### src/rtl/xif_issue_queue.sv
// CV-X-IF issue-channel consumer: decodes offered instructions, answers the
// handshake combinationally and queues accepted ones for the execution unit.
module xif_issue_queue #(
    parameter int         DEPTH       = 4,
    parameter int         XLEN        = 32,
    parameter int         X_NUM_RS    = 3,
    parameter int         X_ID_WIDTH  = 4,
    parameter int         X_IMM32_OPS = 4,
    parameter logic [6:0] OPCODE      = 7'h0B
) (
    input  logic                          clk_i,
    input  logic                          rst_i,
    input  logic                          issue_valid_i,
    output logic                          issue_ready_o,
    input  logic [31:0]                   issue_instr_i,
    input  logic [X_ID_WIDTH-1:0]         issue_id_i,
    input  logic [X_NUM_RS*XLEN-1:0]      issue_rs_i,
    input  logic [X_NUM_RS-1:0]           issue_rs_valid_i,
    input  logic [X_IMM32_OPS*32-1:0]     issue_imm32_i,
    input  logic [X_IMM32_OPS-1:0]        issue_imm32_valid_i,
    output logic                          issue_resp_accept_o,
    output logic                          issue_resp_writeback_o,
    output logic                          exe_valid_o,
    input  logic                          exe_ready_i,
    output logic [31:0]                   exe_instr_o,
    output logic [X_ID_WIDTH-1:0]         exe_id_o,
    output logic [X_NUM_RS*XLEN-1:0]      exe_rs_o,
    output logic [X_IMM32_OPS*32-1:0]     exe_imm32_o,
    output logic                          exe_writeback_o,
    output logic [$clog2(DEPTH):0]        count_o,
    output logic [15:0]                   accepted_cnt_o
);
    localparam int PW = $clog2(DEPTH);
    localparam int CW = PW + 1;

    logic [PW-1:0]  wptr_reg, rptr_reg;
    logic [CW-1:0]  count_reg, count_next;
    logic [15:0]    acc_cnt_reg;

    logic [31:0]               instr_mem [DEPTH];
    logic [X_ID_WIDTH-1:0]     id_mem    [DEPTH];
    logic [X_NUM_RS*XLEN-1:0]  rs_mem    [DEPTH];
    logic [X_IMM32_OPS*32-1:0] imm_mem   [DEPTH];
    logic                      wb_mem    [DEPTH];

    logic [X_NUM_RS-1:0]    rs_req;
    logic [X_IMM32_OPS-1:0] imm_req;
    logic match, ops_ok, full, wb_dec, handshake, push, pop;

    // rs0/rs1 always needed; rs2 only for funct3[2]=1 (three-source forms)
    generate
        for (genvar gi = 0; gi < X_NUM_RS; gi++) begin : g_rs_req
            if (gi < 2) begin : g_always
                assign rs_req[gi] = 1'b1;
            end else if (gi == 2) begin : g_rs2
                assign rs_req[gi] = issue_instr_i[14];
            end else begin : g_unused
                assign rs_req[gi] = 1'b0;
            end
        end
    endgenerate

    assign imm_req   = {X_IMM32_OPS{issue_instr_i[14:12] == 3'b111}};
    assign match     = (issue_instr_i[6:0] == OPCODE);
    assign ops_ok    = (&(~rs_req | issue_rs_valid_i)) & (&(~imm_req | issue_imm32_valid_i));
    assign full      = (count_reg == CW'(DEPTH));
    assign wb_dec    = (issue_instr_i[11:7] != 5'd0);

    // Foreign instructions are consumed immediately so the CPU never stalls on them
    assign issue_ready_o          = issue_valid_i & (~match | (ops_ok & ~full));
    assign handshake              = issue_valid_i & issue_ready_o;
    assign issue_resp_accept_o    = handshake & match;
    assign issue_resp_writeback_o = handshake & match & wb_dec;

    assign push = handshake & match;
    assign pop  = exe_valid_o & exe_ready_i;

    always_comb begin
        count_next = count_reg;
        case ({push, pop})
            2'b10:   count_next = count_reg + CW'(1);
            2'b01:   count_next = count_reg - CW'(1);
            default: count_next = count_reg;
        endcase
    end

    always_ff @(posedge clk_i or posedge rst_i) begin
        if (rst_i) begin
            wptr_reg    <= '0;
            rptr_reg    <= '0;
            count_reg   <= '0;
            acc_cnt_reg <= '0;
        end else begin
            count_reg <= count_next;
            if (push) begin
                wptr_reg    <= wptr_reg + PW'(1);
                acc_cnt_reg <= acc_cnt_reg + 16'd1;
            end
            if (pop) begin
                rptr_reg <= rptr_reg + PW'(1);
            end
        end
    end

    // Storage carries no reset; occupancy alone decides what is valid
    always_ff @(posedge clk_i) begin
        if (push) begin
            instr_mem[wptr_reg] <= issue_instr_i;
            id_mem[wptr_reg]    <= issue_id_i;
            rs_mem[wptr_reg]    <= issue_rs_i;
            imm_mem[wptr_reg]   <= issue_imm32_i;
            wb_mem[wptr_reg]    <= wb_dec;
        end
    end

    assign exe_valid_o     = (count_reg != '0);
    assign exe_instr_o     = instr_mem[rptr_reg];
    assign exe_id_o        = id_mem[rptr_reg];
    assign exe_rs_o        = rs_mem[rptr_reg];
    assign exe_imm32_o     = imm_mem[rptr_reg];
    assign exe_writeback_o = wb_mem[rptr_reg];
    assign count_o         = count_reg;
    assign accepted_cnt_o  = acc_cnt_reg;

endmodule

### config.mk
export PLATFORM = sky130hd
export DESIGN_NAME = xif_issue_queue
export DESIGN_NICKNAME = d
export VERILOG_FILES = /design/src/rtl/xif_issue_queue.sv
export SDC_FILE = /design/constraint.sdc
export NUM_CORES = 1
export LEC_CHECK = 0
export CORE_MARGIN = 10
export CORE_UTILIZATION = 55
export CTS_CLUSTER_SIZE = 25
export DETAILED_ROUTE_END_ITERATION = 10
export DONT_BUFFER_PORTS = 1
export MAX_ROUTING_LAYER = met4
export PLACE_DENSITY = 0.7
export SYNTH_ARGS = -nofsm -noshare
export SYNTH_HDL_FRONTEND = slang
export SYNTH_SLANG_ARGS = --single-unit
### constraint.sdc
create_clock -name clk_i -period 17.2 [get_ports clk_i]
set_input_delay 3.44 -clock clk_i [delete_from_list [all_inputs] [get_ports clk_i]]
set_output_delay 3.44 -clock clk_i [all_outputs]
set_load 0.01 [all_outputs]
==> results, run 1 <==
- The flow ran to the end, and the final reports show no timing, DRC or antenna violations.
- The classification of the worst-slack hold path is reg2reg.
- The DRC violation total after the first TritonRoute iteration is 1254.
- The largest incremental delay on the critical path is 540 ps.
- The count of pins over their slew limit is 0.
- The first-pass GRT wire length is 120000 um.
- Leaving out fill and tap cells, the most frequent cell in the layout is sky130_fd_sc_hd__edfxtp_1.
- In the routed layout, each cell is associated on average with a via count of 6.06.
- For the worst setup path, the data required time is 13760 ps.
- The critical path's slowest cell is sky130_fd_sc_hd__or4b_4.
- Clock latency on the worst-skew pair, taken at its later pin, is 640 ps.
- In the finished design, the share of the clock period the worst path needs comes to 0.492.
- The detail route stage leaves a number of antenna-violating nets equal to 0.
- The clock drives 1067 sinks.
- STA puts the critical path data arrival time at 5030 ps.
- The tree is rooted in a sky130_fd_sc_hd__clkbuf_16.
- The net count of the finished layout is 1829.
- The count of final setup violators is 0.
- The core region is 69900 um2.
- The initial antenna violation count is 0.
- The final hold violation count was 0.
- Setup repair after global routing left no endpoint under its margin.
- In this run, distinct cell masters in the synthesized netlist total 33.
- The top cell types in the final layout, fill and taps aside, are sky130_fd_sc_hd__edfxtp_1 (1044), sky130_fd_sc_hd__mux4_2 (261), sky130_fd_sc_hd__clkbuf_16 (105), sky130_fd_sc_hd__clkinv_1 (36), sky130_fd_sc_hd__buf_4 (22).
- For this run, global-route usage on met3 was measured as 0.0970.
- The count of buffers added on input and output ports is 0.
- Once detailed placement completed, the half-perimeter wirelength came to 50800 um.
- Dividing the detail-routed wire length by the instance count gives 32.0 um.
- The worst clock skew on the final layout is 19.1 ps.
- The worst reg2reg path startpoint is count_o[1].
- For this run, the detailed router's first-pass iteration total came to 4.
- The maximum clock frequency is 118 MHz.
- The portion of the post-synthesis area used by sequential elements is 0.824.
- Across every metal layer, demand over resource in global routing totals 0.209.
- STA classifies the critical path startpoint as an input port.
- The DRC violation count after routing is 0.
- The gate count after technology mapping is 1482.
- The largest registers in the layout are imm_mem: 512 flops, rs_mem: 384 flops, instr_mem: 128 flops.
- The most critical setup path has its startpoint at issue_instr_i[5].
- In the final layout, the share of cells above drive strength 1 is 0.268.
- The count of maximum capacitance violations is 0.
- In this run the power density over the cells is 149 nW/um2.
- The number of placed instances with taps included is 2385.
- The final non-filler cell total is 2581.
- The post-CTS setup repair buffer count is 0.
- The number of gates resized after CTS was 0.
- The clock buffer count from CTS is 104.
- The setup slack on the worst flop-to-flop path is 12370 ps.
- TritonCTS built the clock tree.
- The critical path crosses 4 cells after its start point.
- No sink is reached through more buffers than the 3 on the longest clock path.
- In the global route stage, met2 resource usage came out at 0.338.
- The met1 global-route usage is 0.229.
- Entering global routing, the biggest net connects 115 pins.
- The register with the most flip-flops in the layout has 512 of them.
- The register name with the most flops is imm_mem.
- STA classifies the critical path endpoint as a primary output.
- After filler insertion, the fill cell instance count of the layout stands at 4618.
- The final critical-path required period is 8470 ps.
- The deepest level of the CTS H-tree is 3.
- Across all layers, the routed design uses 15600 vias.
- Synthesis inferred 1067 register bits.
- The Yosys step of the flow raised 0 warnings.
- The repair_antennas step left the layout with diodes totalling 0.
- The die covers 81400 um2.
- VDD sags by at most 0.000119 V.
- The critical path in this run is classified as in2out.
- At the pin with the least slew margin, the transition time is 1120 ps.
- For this design the static power due to leakage is 13.4 nW.
- The number of primary I/O pins is 555.
- Traced cell by cell, the critical path runs through or4b_4 > nor3_4 > nand4_4 > inv_1.
- The number of global-route vias before repair is 16700.
- The most used routing layer in global routing is met2.
- The final weighted congestion in routability-driven placement is 0.783.
- Summing every instance area after synthesis gives 38700 um2.
- The number of nets in the synthesized netlist is 1760.
- The routed design has 82700 um of wire.
- The family with the most delay on the worst path is simple AND/OR/NAND/NOR gates.
- Relative to the synthesized area, the layout overhead comes to 11.7%.
- Together, buffers and inverters on the worst path number 1.
- The floorplan step set the die width to 285 um.
- The endpoint of the most critical setup path is issue_resp_accept_o.
- The remaining max-slew budget at the tightest pin is 0.253.
- The post-synthesis area per instance is 26.1 um2.
- Clock-pin slew was measured on the worst setup and hold paths at 60 ps.
- Summed over all layers, the global routing overflow is 0.
- The total of hold buffers inserted after clock tree synthesis is 0.
- The die outline height is 285 um.
- The worst register-to-register path ends at rs_mem[0][63].
- The maximum fanout count along the critical path is 16.
- The row count is 97.
- The depth of the worst register-to-register path is 7.
- The sum of negative setup slack is 0 ps.
- The initial utilization of the core area, before any placement, comes to 0.554.
[kinds of logic (layout without fill, tap and decap cells)]
logic type,count (synthesis),after routing,share of synthesized area
compound gates,4,4,0.000678
xor+xnor,21,21,0.00475
fa+ha+maj,7,7,0.00245
buf+inv,70,229,0.00759
flops,1067,1067,0.824
mux,262,262,0.152
simple gates,51,51,0.00830
[stage by stage]
step           utilization  instance area, um2  total power, mW  hold WS [ps]  setup WS (ps)
2_1_floorplan            -               38700             3.97           504           5950
3_3_place_gp         0.570               39900             4.32           564           8750
3_5_place_dp         0.570               39900             4.32           566           8720
4_1_cts              0.619               43300             6.56           575           8710
5_1_grt              0.619               43300             6.71           578           8630
6_report             0.619               43300             6.47           565           8730
[per-layer routing]
layer,wire [um],vias up
met2,42900,683
met3,9690,134
li1,-,6523
met1,27800,8303
met4,2370,0
met5,0,-
[layout make-up]
cell class              count  area, um2  area share
inverters                  10       37.5    0.000867
flip-flops and latches   1067      31900       0.738
clock inverters            71        724      0.0167
clock buffers             125       2700      0.0624
repair buffers             23        185     0.00428
multi-input cells         345       6530       0.151
well taps                 940       1180      0.0272
[worst min-delay path by stage]
stage / from / end / cells after the start
after floorplan: accepted_cnt_o[15] / accepted_cnt_o[15] / 1
after global placement: accepted_cnt_o[15] / accepted_cnt_o[15] / 1
after detailed placement: accepted_cnt_o[15] / accepted_cnt_o[15] / 1
after CTS: accepted_cnt_o[15] / accepted_cnt_o[15] / 1
after global routing: accepted_cnt_o[15] / accepted_cnt_o[15] / 1
final: accepted_cnt_o[15] / accepted_cnt_o[15] / 1
[synthesized netlist by cell type]
cell / number / share of area
sky130_fd_sc_hd__a21boi_0: 1 / 0.00019
sky130_fd_sc_hd__a21oi_1: 1 / 0.00013
sky130_fd_sc_hd__a311oi_1: 1 / 0.00023
sky130_fd_sc_hd__and2_1: 5 / 0.00081
sky130_fd_sc_hd__and3_1: 1 / 0.00016
sky130_fd_sc_hd__buf_1: 19 / 0.0018
sky130_fd_sc_hd__buf_2: 16 / 0.0021
sky130_fd_sc_hd__buf_4: 1 / 0.00019
sky130_fd_sc_hd__buf_6: 1 / 0.00029
sky130_fd_sc_hd__clkbuf_1: 23 / 0.0022
sky130_fd_sc_hd__dfrtp_1: 23 / 0.015
sky130_fd_sc_hd__edfxtp_1: 1044 / 0.81
sky130_fd_sc_hd__fa_1: 1 / 0.00052
sky130_fd_sc_hd__ha_1: 6 / 0.0019
sky130_fd_sc_hd__inv_1: 10 / 0.00097
sky130_fd_sc_hd__mux2i_1: 1 / 0.00026
sky130_fd_sc_hd__mux4_2: 261 / 0.15
sky130_fd_sc_hd__nand2_1: 13 / 0.0013
sky130_fd_sc_hd__nand3_1: 5 / 0.00065
sky130_fd_sc_hd__nand4_1: 6 / 0.00097
sky130_fd_sc_hd__nand4_4: 1 / 0.00055
sky130_fd_sc_hd__nor2_1: 5 / 0.00048
sky130_fd_sc_hd__nor2b_1: 1 / 0.00016
sky130_fd_sc_hd__nor3_1: 4 / 0.00052
sky130_fd_sc_hd__nor3_2: 5 / 0.0013
sky130_fd_sc_hd__nor3_4: 1 / 0.00042
sky130_fd_sc_hd__nor3b_1: 1 / 0.00019
sky130_fd_sc_hd__nor4_2: 1 / 0.00032
sky130_fd_sc_hd__o21ai_0: 1 / 0.00013
sky130_fd_sc_hd__or3_1: 1 / 0.00016
sky130_fd_sc_hd__or4b_4: 1 / 0.00036
sky130_fd_sc_hd__xnor2_1: 10 / 0.0023
sky130_fd_sc_hd__xor2_1: 11 / 0.0025
[where the power goes]
part	total (mW)	switching, mW	internal [mW]
clock network	2.25	0.926	1.32
registers	2.92	0.0610	2.86
logic	1.30	0.743	0.557
total	6.47	1.73	4.74
Power figures use the tool's default switching activity.
==> inputs of run 2 (changes only) <==
--- a/config.mk
+++ b/config.mk
@@ -11,7 +11,7 @@
 export DETAILED_ROUTE_END_ITERATION = 10
 export DONT_BUFFER_PORTS = 1
 export MAX_ROUTING_LAYER = met4
-export PLACE_DENSITY = 0.7
+export PLACE_DENSITY = 0.73
 export SYNTH_ARGS = -nofsm -noshare
 export SYNTH_HDL_FRONTEND = slang
 export SYNTH_SLANG_ARGS = --single-unit
==> constraint.sdc (replaced) <==
create_clock -name clk_i -period 7.1 [get_ports clk_i]
set_input_delay 1.42 -clock clk_i [delete_from_list [all_inputs] [get_ports clk_i]]
set_output_delay 1.42 -clock clk_i [all_outputs]
set_load 0.01 [all_outputs]
==> run 2 against run 1 <==
Compared with the run above: cell area is 0.41% higher; register-to-register slack worse by 9100 ps; largest cell class unchanged; flip-flop and latch count did not move.
==> results, run 2 (synthesized netlist as in run 1, its figures left out) <==
- The flow ran to the end, and the final reports show no timing, DRC or antenna violations.
- The first-pass GRT wire length is 124000 um.
- The clock buffer count from CTS is 104.
- Dividing total power by cell area gives a power density of 359 nW/um2.
- The sum of negative setup slack is 0 ps.
- The DRC violation count after routing is 0.
- The final critical-path required period is 4530 ps.
- Routability-driven placement finished with a final weighted congestion of 0.807.
- The worst voltage drop across the vdd grid is 0.000256 V.
- The classification of the worst-slack hold path is reg2reg.
- Leaving out fill and tap cells, the most frequent cells in the layout are sky130_fd_sc_hd__edfxtp_1 (1044), sky130_fd_sc_hd__mux4_2 (261), sky130_fd_sc_hd__clkbuf_16 (105), sky130_fd_sc_hd__clkinv_1 (29), sky130_fd_sc_hd__buf_4 (24).
- The most common cell after layout, fill and taps aside is sky130_fd_sc_hd__edfxtp_1.
- The maximum fanout count along the critical path is 43.
- The worst setup path is captured at a primary output.
- TritonCTS built the clock tree.
- The die covers 81400 um2.
- The register with the most flip-flops in the layout has 512 of them.
- The count of pins over their slew limit is 0.
- After clock tree synthesis, the setup repair step added 0 buffers.
- For this run, the detailed router's first-pass iteration total came to 5.
- In the finished design, the share of the clock period the worst path needs comes to 0.638.
- In this run the vertical extent of the chip is 285 um.
- After detailed routing, the average wire length per cell comes to 33.1 um.
- The number of placed instances, taps included, is 2398.
- The core region area is 69900 um2.
- The chip width is 285 um.
- At the worst endpoint, the required time is 5680 ps.
- The largest registers in the layout are imm_mem: 512 flops, rs_mem: 384 flops, instr_mem: 128 flops.
- Across every metal layer, demand over resource in global routing totals 0.216.
- The tree is rooted in a sky130_fd_sc_hd__clkbuf_16.
- The kind of launch point of the worst setup path is a flop.
- Derived from the worst setup path, the maximum achievable clock frequency is 221 MHz.
- The antenna diode count is 0.
- Setup violations remaining at the end of the flow were counted as 0.
- In this run, post-CTS repair resized a total of 0 instances.
- The final hold violation count is 0.
- The clock passes through at most 3 buffers.
- The critical path is of the reg2out type.
- Clock-pin slew was measured on the worst setup and hold paths at 60 ps.
- Counting every sink on the clock net gives 1067.
- The later pin in the worst-skew pair is clocked with a latency of 650 ps.
- The initial antenna violation count is 0.
- The arrival time of the worst setup path is 3110 ps.
- For this run, the number of standard cells in the final layout without fillers is 2591.
- For this run, the post-layout net count is 1842.
- Hold timing on the final database bottoms out at a slack of 577 ps.
- Between clock sinks in the finished design, the worst skew comes to 47.2 ps.
- The fraction of the core area covered by cells at the end of the flow is 0.622.
- The worst slack at placement is 2070 ps.
- The design draws 15.6 mW.
- Detailed placement ended at an HPWL of 53900 um.
- For this design the top-level I/O count stands at 555.
- From synthesis to final layout, the design area changed by 12.2%.
- For this block, the routed nets add up to 85700 um of wire.
- Setup slack on the critical path of the routed design comes to 2570 ps.
- During placement, the flow inserted port buffers numbering 0.
- Dividing the detail-routed via count by the number of cells gives 6.18.
- The placed instances occupy a cell area of 40100 um2.
- The count of nets left with antenna violations once routing finished came out at 0.
- The share of layout cells above drive strength 1 is 0.274.
- The row count is 97.
- The DRC violation total after the first TritonRoute iteration is 1427.
- The number of global-route vias before repair is 17200.
- The via count of the routed design is 16000.
- The count of maximum capacitance violations is 0.
- Measured against its own limit, the worst slew margin works out to 0.343.
- The initial core utilization is 0.554.
- The leakage power of the design is 13.5 nW.
- Entering global routing, the biggest net connects 139 pins.
- The register name with the most flops is imm_mem.
- The summed area of non-filler cells in the final layout is 43500 um2.
- The final global-route overflow total is 0.
- Setup repair after global routing left no endpoint under its margin.
- For the pin with the worst max-slew slack, the measured transition is 985 ps.
- In this run, post-CTS hold repair placed 0 buffers.
- The H-tree was split into 3 levels.
## run 2: layout make-up
type	instances	area (um2)
timing repair buffer	36	420
inverter	10	37.5
clock buffer	128	2710
fill	4506	26400
clock inverter	65	656
tap	940	1180
sequential	1067	31900
multi-input combinational	345	6530
## run 2: critical path, stage by stage (launching register included)
cell and delay (ps):
sky130_fd_sc_hd__dfrtp_4 1040, sky130_fd_sc_hd__buf_4 650, sky130_fd_sc_hd__mux4_2 710
## run 2: path summary, 6_finish.rpt
check / startpoint / cells past startpoint / slack, ps / to
min: accepted_cnt_o[15] / 1 / 580 / accepted_cnt_o[15]
max in group asynchronous: rst_i / 1 / 5520 / rptr_reg[1]
min reg2reg: accepted_cnt_o[15] / 1 / 580 / accepted_cnt_o[15]
min in group asynchronous: rst_i / 1 / 860 / count_o[0]
max reg2reg: count_o[0] / 6 / 3250 / imm_mem[1][24]
max: rptr_reg[0] / 2 / 2570 / exe_imm32_o[17]
## run 2: routing by layer
| layer | up-vias | GRT usage | wire, um |
|---|---|---|---|
| li1 | 6544 | - | - |
| met1 | 8598 | 0.224 | 27200 |
| met2 | 711 | 0.364 | 46100 |
| met3 | 166 | 0.0836 | 8890 |
| met4 | 0 | 0.0916 | 3470 |
| met5 | - | - | 0 |
## run 2: power by group
part,switching (mW),total (mW),internal (mW),leakage [nW]
Clock,2.25,5.34,3.09,1.63
Sequential,0.167,7.10,6.93,9.66
Combinational,1.81,3.17,1.36,2.22
==> inputs of run 3 (changes only) <==
--- a/config.mk
+++ b/config.mk
@@ -11,7 +11,7 @@
 export DETAILED_ROUTE_END_ITERATION = 10
 export DONT_BUFFER_PORTS = 1
 export MAX_ROUTING_LAYER = met4
-export PLACE_DENSITY = 0.73
+export PLACE_DENSITY = 0.7
 export SYNTH_ARGS = -nofsm -noshare
 export SYNTH_HDL_FRONTEND = slang
 export SYNTH_SLANG_ARGS = --single-unit
==> constraint.sdc (replaced) <==
create_clock -name clk_i -period 4.7 [get_ports clk_i]
set_input_delay 0.94 -clock clk_i [delete_from_list [all_inputs] [get_ports clk_i]]
set_output_delay 0.94 -clock clk_i [all_outputs]
set_load 0.01 [all_outputs]
==> run 3 against run 2 <==
Compared with the run above: cell count increased by 1.1%; critical path type unchanged; power increased by 54%; flip-flop and latch count unchanged.
==> results, run 3 (synthesized netlist as in run 1, its figures left out) <==
- The flow ran to the end, and the final reports show no timing, DRC or antenna violations.
- The critical path in this run is classified as reg2out.
- STA classifies the critical path startpoint as a flop.
- For this run, the top clock speed supported by timing is 276 MHz.
- Setup slack on the worst reg-to-reg path comes out at 1550 ps.
- The arrival time of the worst setup path is 2680 ps.
- The final critical-path required period is 3620 ps.
- In the final layout, flip-flops and latches occupy 31900 um2.
- The initial antenna violation count is 0.
- The count of pins over their slew limit was 0.
- Internal power comes to 17.6 mW.
- The first detailed-routing pass ran for 5 iterations.
- The clock tree root buffer cell is sky130_fd_sc_hd__clkbuf_16.
- The clock transition at the registers of the reported paths is 60 ps.
- Fill cells in the final layout number 4468.
- The final global-route overflow total is 0.
- The worst setup path is captured at a primary output.
- Counting tap cells, the placed design contains a total of 2430 instances.
- Detailed placement ended at an HPWL of 54700 um.
- Counting along the longest clock path gives a buffer depth of 3.
- The maximum fanout count along the critical path is 27.
- For the final database, setup skew stands at 32.2 ps.
- The number of flip-flops in the largest register is 512.
- Post-CTS repair changed the size of 0 cells.
- The share of total power dissipated in combinational logic is 0.207.
- In the global route stage, overall resource usage came out at 0.215.
- The worst setup path startpoint is rptr_reg[0].
- The leakage power of the design is 13.8 nW.
- The floorplan has 97 rows.
- For this design the ratio of total power to cell area is 547 nW/um2.
- The DRC violation count after routing is 0.
- Of the total power, registers draw 0.445.
- After detailed routing, the average wire length per cell comes to 32.6 um.
- The first global-routing pass estimated 124000 um of wire.
- The detail route stage leaves a number of antenna-violating nets equal to 0.
- In the final layout, the share of cells above drive strength 1 is 0.293.
- The total of hold buffers inserted after clock tree synthesis is 0.
- The antenna diode count is 0.
- The final weighted congestion in routability-driven placement is 0.808.
- The net count of the finished layout is 1873.
- The H-tree generated during clock tree synthesis spans 3 levels.
- The largest registers in the layout are imm_mem: 512 flops, rs_mem: 384 flops, instr_mem: 128 flops.
- The DRC violation total after the first TritonRoute iteration is 1265.
- From left edge to right edge, the die measures 285 um.
- The area growth from synthesis to layout is 13.4%.
- The number of setup buffers added after CTS is 0.
- For the pin with the worst max-slew slack, the measured transition is 916 ps.
- Entering global routing, the biggest net connects 88 pins.
- The die is 285 um tall.
- The data required time of the critical path is 3760 ps.
- Clock latency on the worst-skew pair, taken at its later pin, is 640 ps.
- In the finished design, the share of the clock period the worst path needs comes to 0.771.
- The floorplan die area is 81400 um2.
- The count of maximum capacitance violations is 0.
- For this configuration, the core starts out at a cell density of 0.554.
- The net switching fraction of the power is 0.267.
- The depth of the worst register-to-register path is 6.
- The most common cell after layout, fill and taps aside is sky130_fd_sc_hd__edfxtp_1.
- The clock buffer count from CTS is 103.
- Counting flops per register, the top entry is imm_mem.
- The count of final setup violators is 0.
- The final hold violation count is 0.
- The core region is 69900 um2.
- The total power consumption of the routed design is 24.0 mW.
- The worst-case IR drop observed on VDD is 0.000405 V.
- The switching component of the power is 6.40 mW.
- The CTS tree is built.
- The routed wire length is 85400 um.
- The top cell types in the final layout, fill and taps aside, are sky130_fd_sc_hd__edfxtp_1 (1044), sky130_fd_sc_hd__mux4_2 (261), sky130_fd_sc_hd__clkbuf_16 (104), sky130_fd_sc_hd__buf_4 (49), sky130_fd_sc_hd__clkinv_1 (24).
- The via-per-instance ratio is 6.05.
- The number of global-route vias before repair is 17000.
- The total of buffers placed on input and output ports is 0.
- The classification of the worst-slack hold path is in2async.
- The clock group share of total power is 0.349.
- The final non-filler cell total is 2619.
- The via count of the routed design is 15900.
- The capture instance of the worst register-to-register path is imm_mem[3][86].
- The number of primary I/O pins is 555.
- The remaining max-slew budget at the tightest pin is 0.389.
- The combined area of the multi-input logic cells is 6530 um2.
- Counting every sink on the clock net gives 1067.
- Setup repair after global routing left no endpoint under its margin.
- The worst reg2reg path startpoint is count_o[1].
-- run 3: cell types whose count changed in the layout (fill, tap and decap cells not counted), sizes merged --
cell,previous run,this run
clkbuf,128,121
clkinv,50,46
bufinv,10,17
clkinvlp,2,4
inv,13,11
buf,36,68
-- run 3: per-layer routing --
| metal | GRT usage | routed length (um) | vias up |
|---|---|---|---|
| met2 | 0.354 | 44600 | 711 |
| met5 | - | 0 | - |
| li1 | - | - | 6614 |
| met4 | 0.0599 | 2020 | 0 |
| met1 | 0.237 | 28900 | 8433 |
| met3 | 0.0946 | 9890 | 100 |
-- run 3: metrics by stage --
| step | instance area [um2] | utilization | TNS, ps | worst slack (ps) | hold WS, ps |
|---|---|---|---|---|---|
| CTS | 43900 | 0.628 | 0 | 950 | 338 |
| floorplan | 38700 | - | -1155960 | -1110 | 504 |
| global placement | 40400 | 0.578 | 0 | 871 | 563 |
| global route | 43900 | 0.628 | 0 | 884 | 344 |
| detailed placement | 40400 | 0.578 | 0 | 851 | 573 |
| finish | 43900 | 0.628 | 0 | 1080 | 386 |
-- run 3: worst max-delay path by stage --
stage | end | slack, ps | cells past startpoint
6_report | exe_rs_o[0] | 1080 | 2
5_1_grt | exe_writeback_o | 880 | 2
4_1_cts | exe_writeback_o | 950 | 2
3_5_place_dp | imm_mem[3][39] | 850 | 6
3_3_place_gp | imm_mem[3][92] | 870 | 6
2_1_floorplan | id_mem[0][0] | -1110 | 6
-- run 3: cell type report --
| type | instances | share of cell area |
|---|---|---|
| clock buffer | 121 | 0.0607 |
| clock inverter | 68 | 0.0190 |
| inverter | 10 | 0.000855 |
| multi-input combinational | 345 | 0.149 |
| sequential | 1067 | 0.727 |
| tap | 940 | 0.0268 |
| timing repair buffer | 68 | 0.0170 |
-- run 3: power by group through the flow --
stage | Combinational, mW | Sequential (mW) | Clock (mW)
2_1_floorplan | 3.83 | 10.7 | 0
3_3_place_gp | 5.05 | 10.9 | 0
5_1_grt | 5.25 | 10.7 | 8.92
3_5_place_dp | 5.06 | 10.9 | 0
4_1_cts | 5.11 | 10.7 | 8.55
6_report | 4.96 | 10.7 | 8.37
-- run 3: worst max-delay path, stage by stage (launching register included) --
cell	delay, ps
sky130_fd_sc_hd__dfrtp_4	880
sky130_fd_sc_hd__buf_4	480
sky130_fd_sc_hd__mux4_2	630
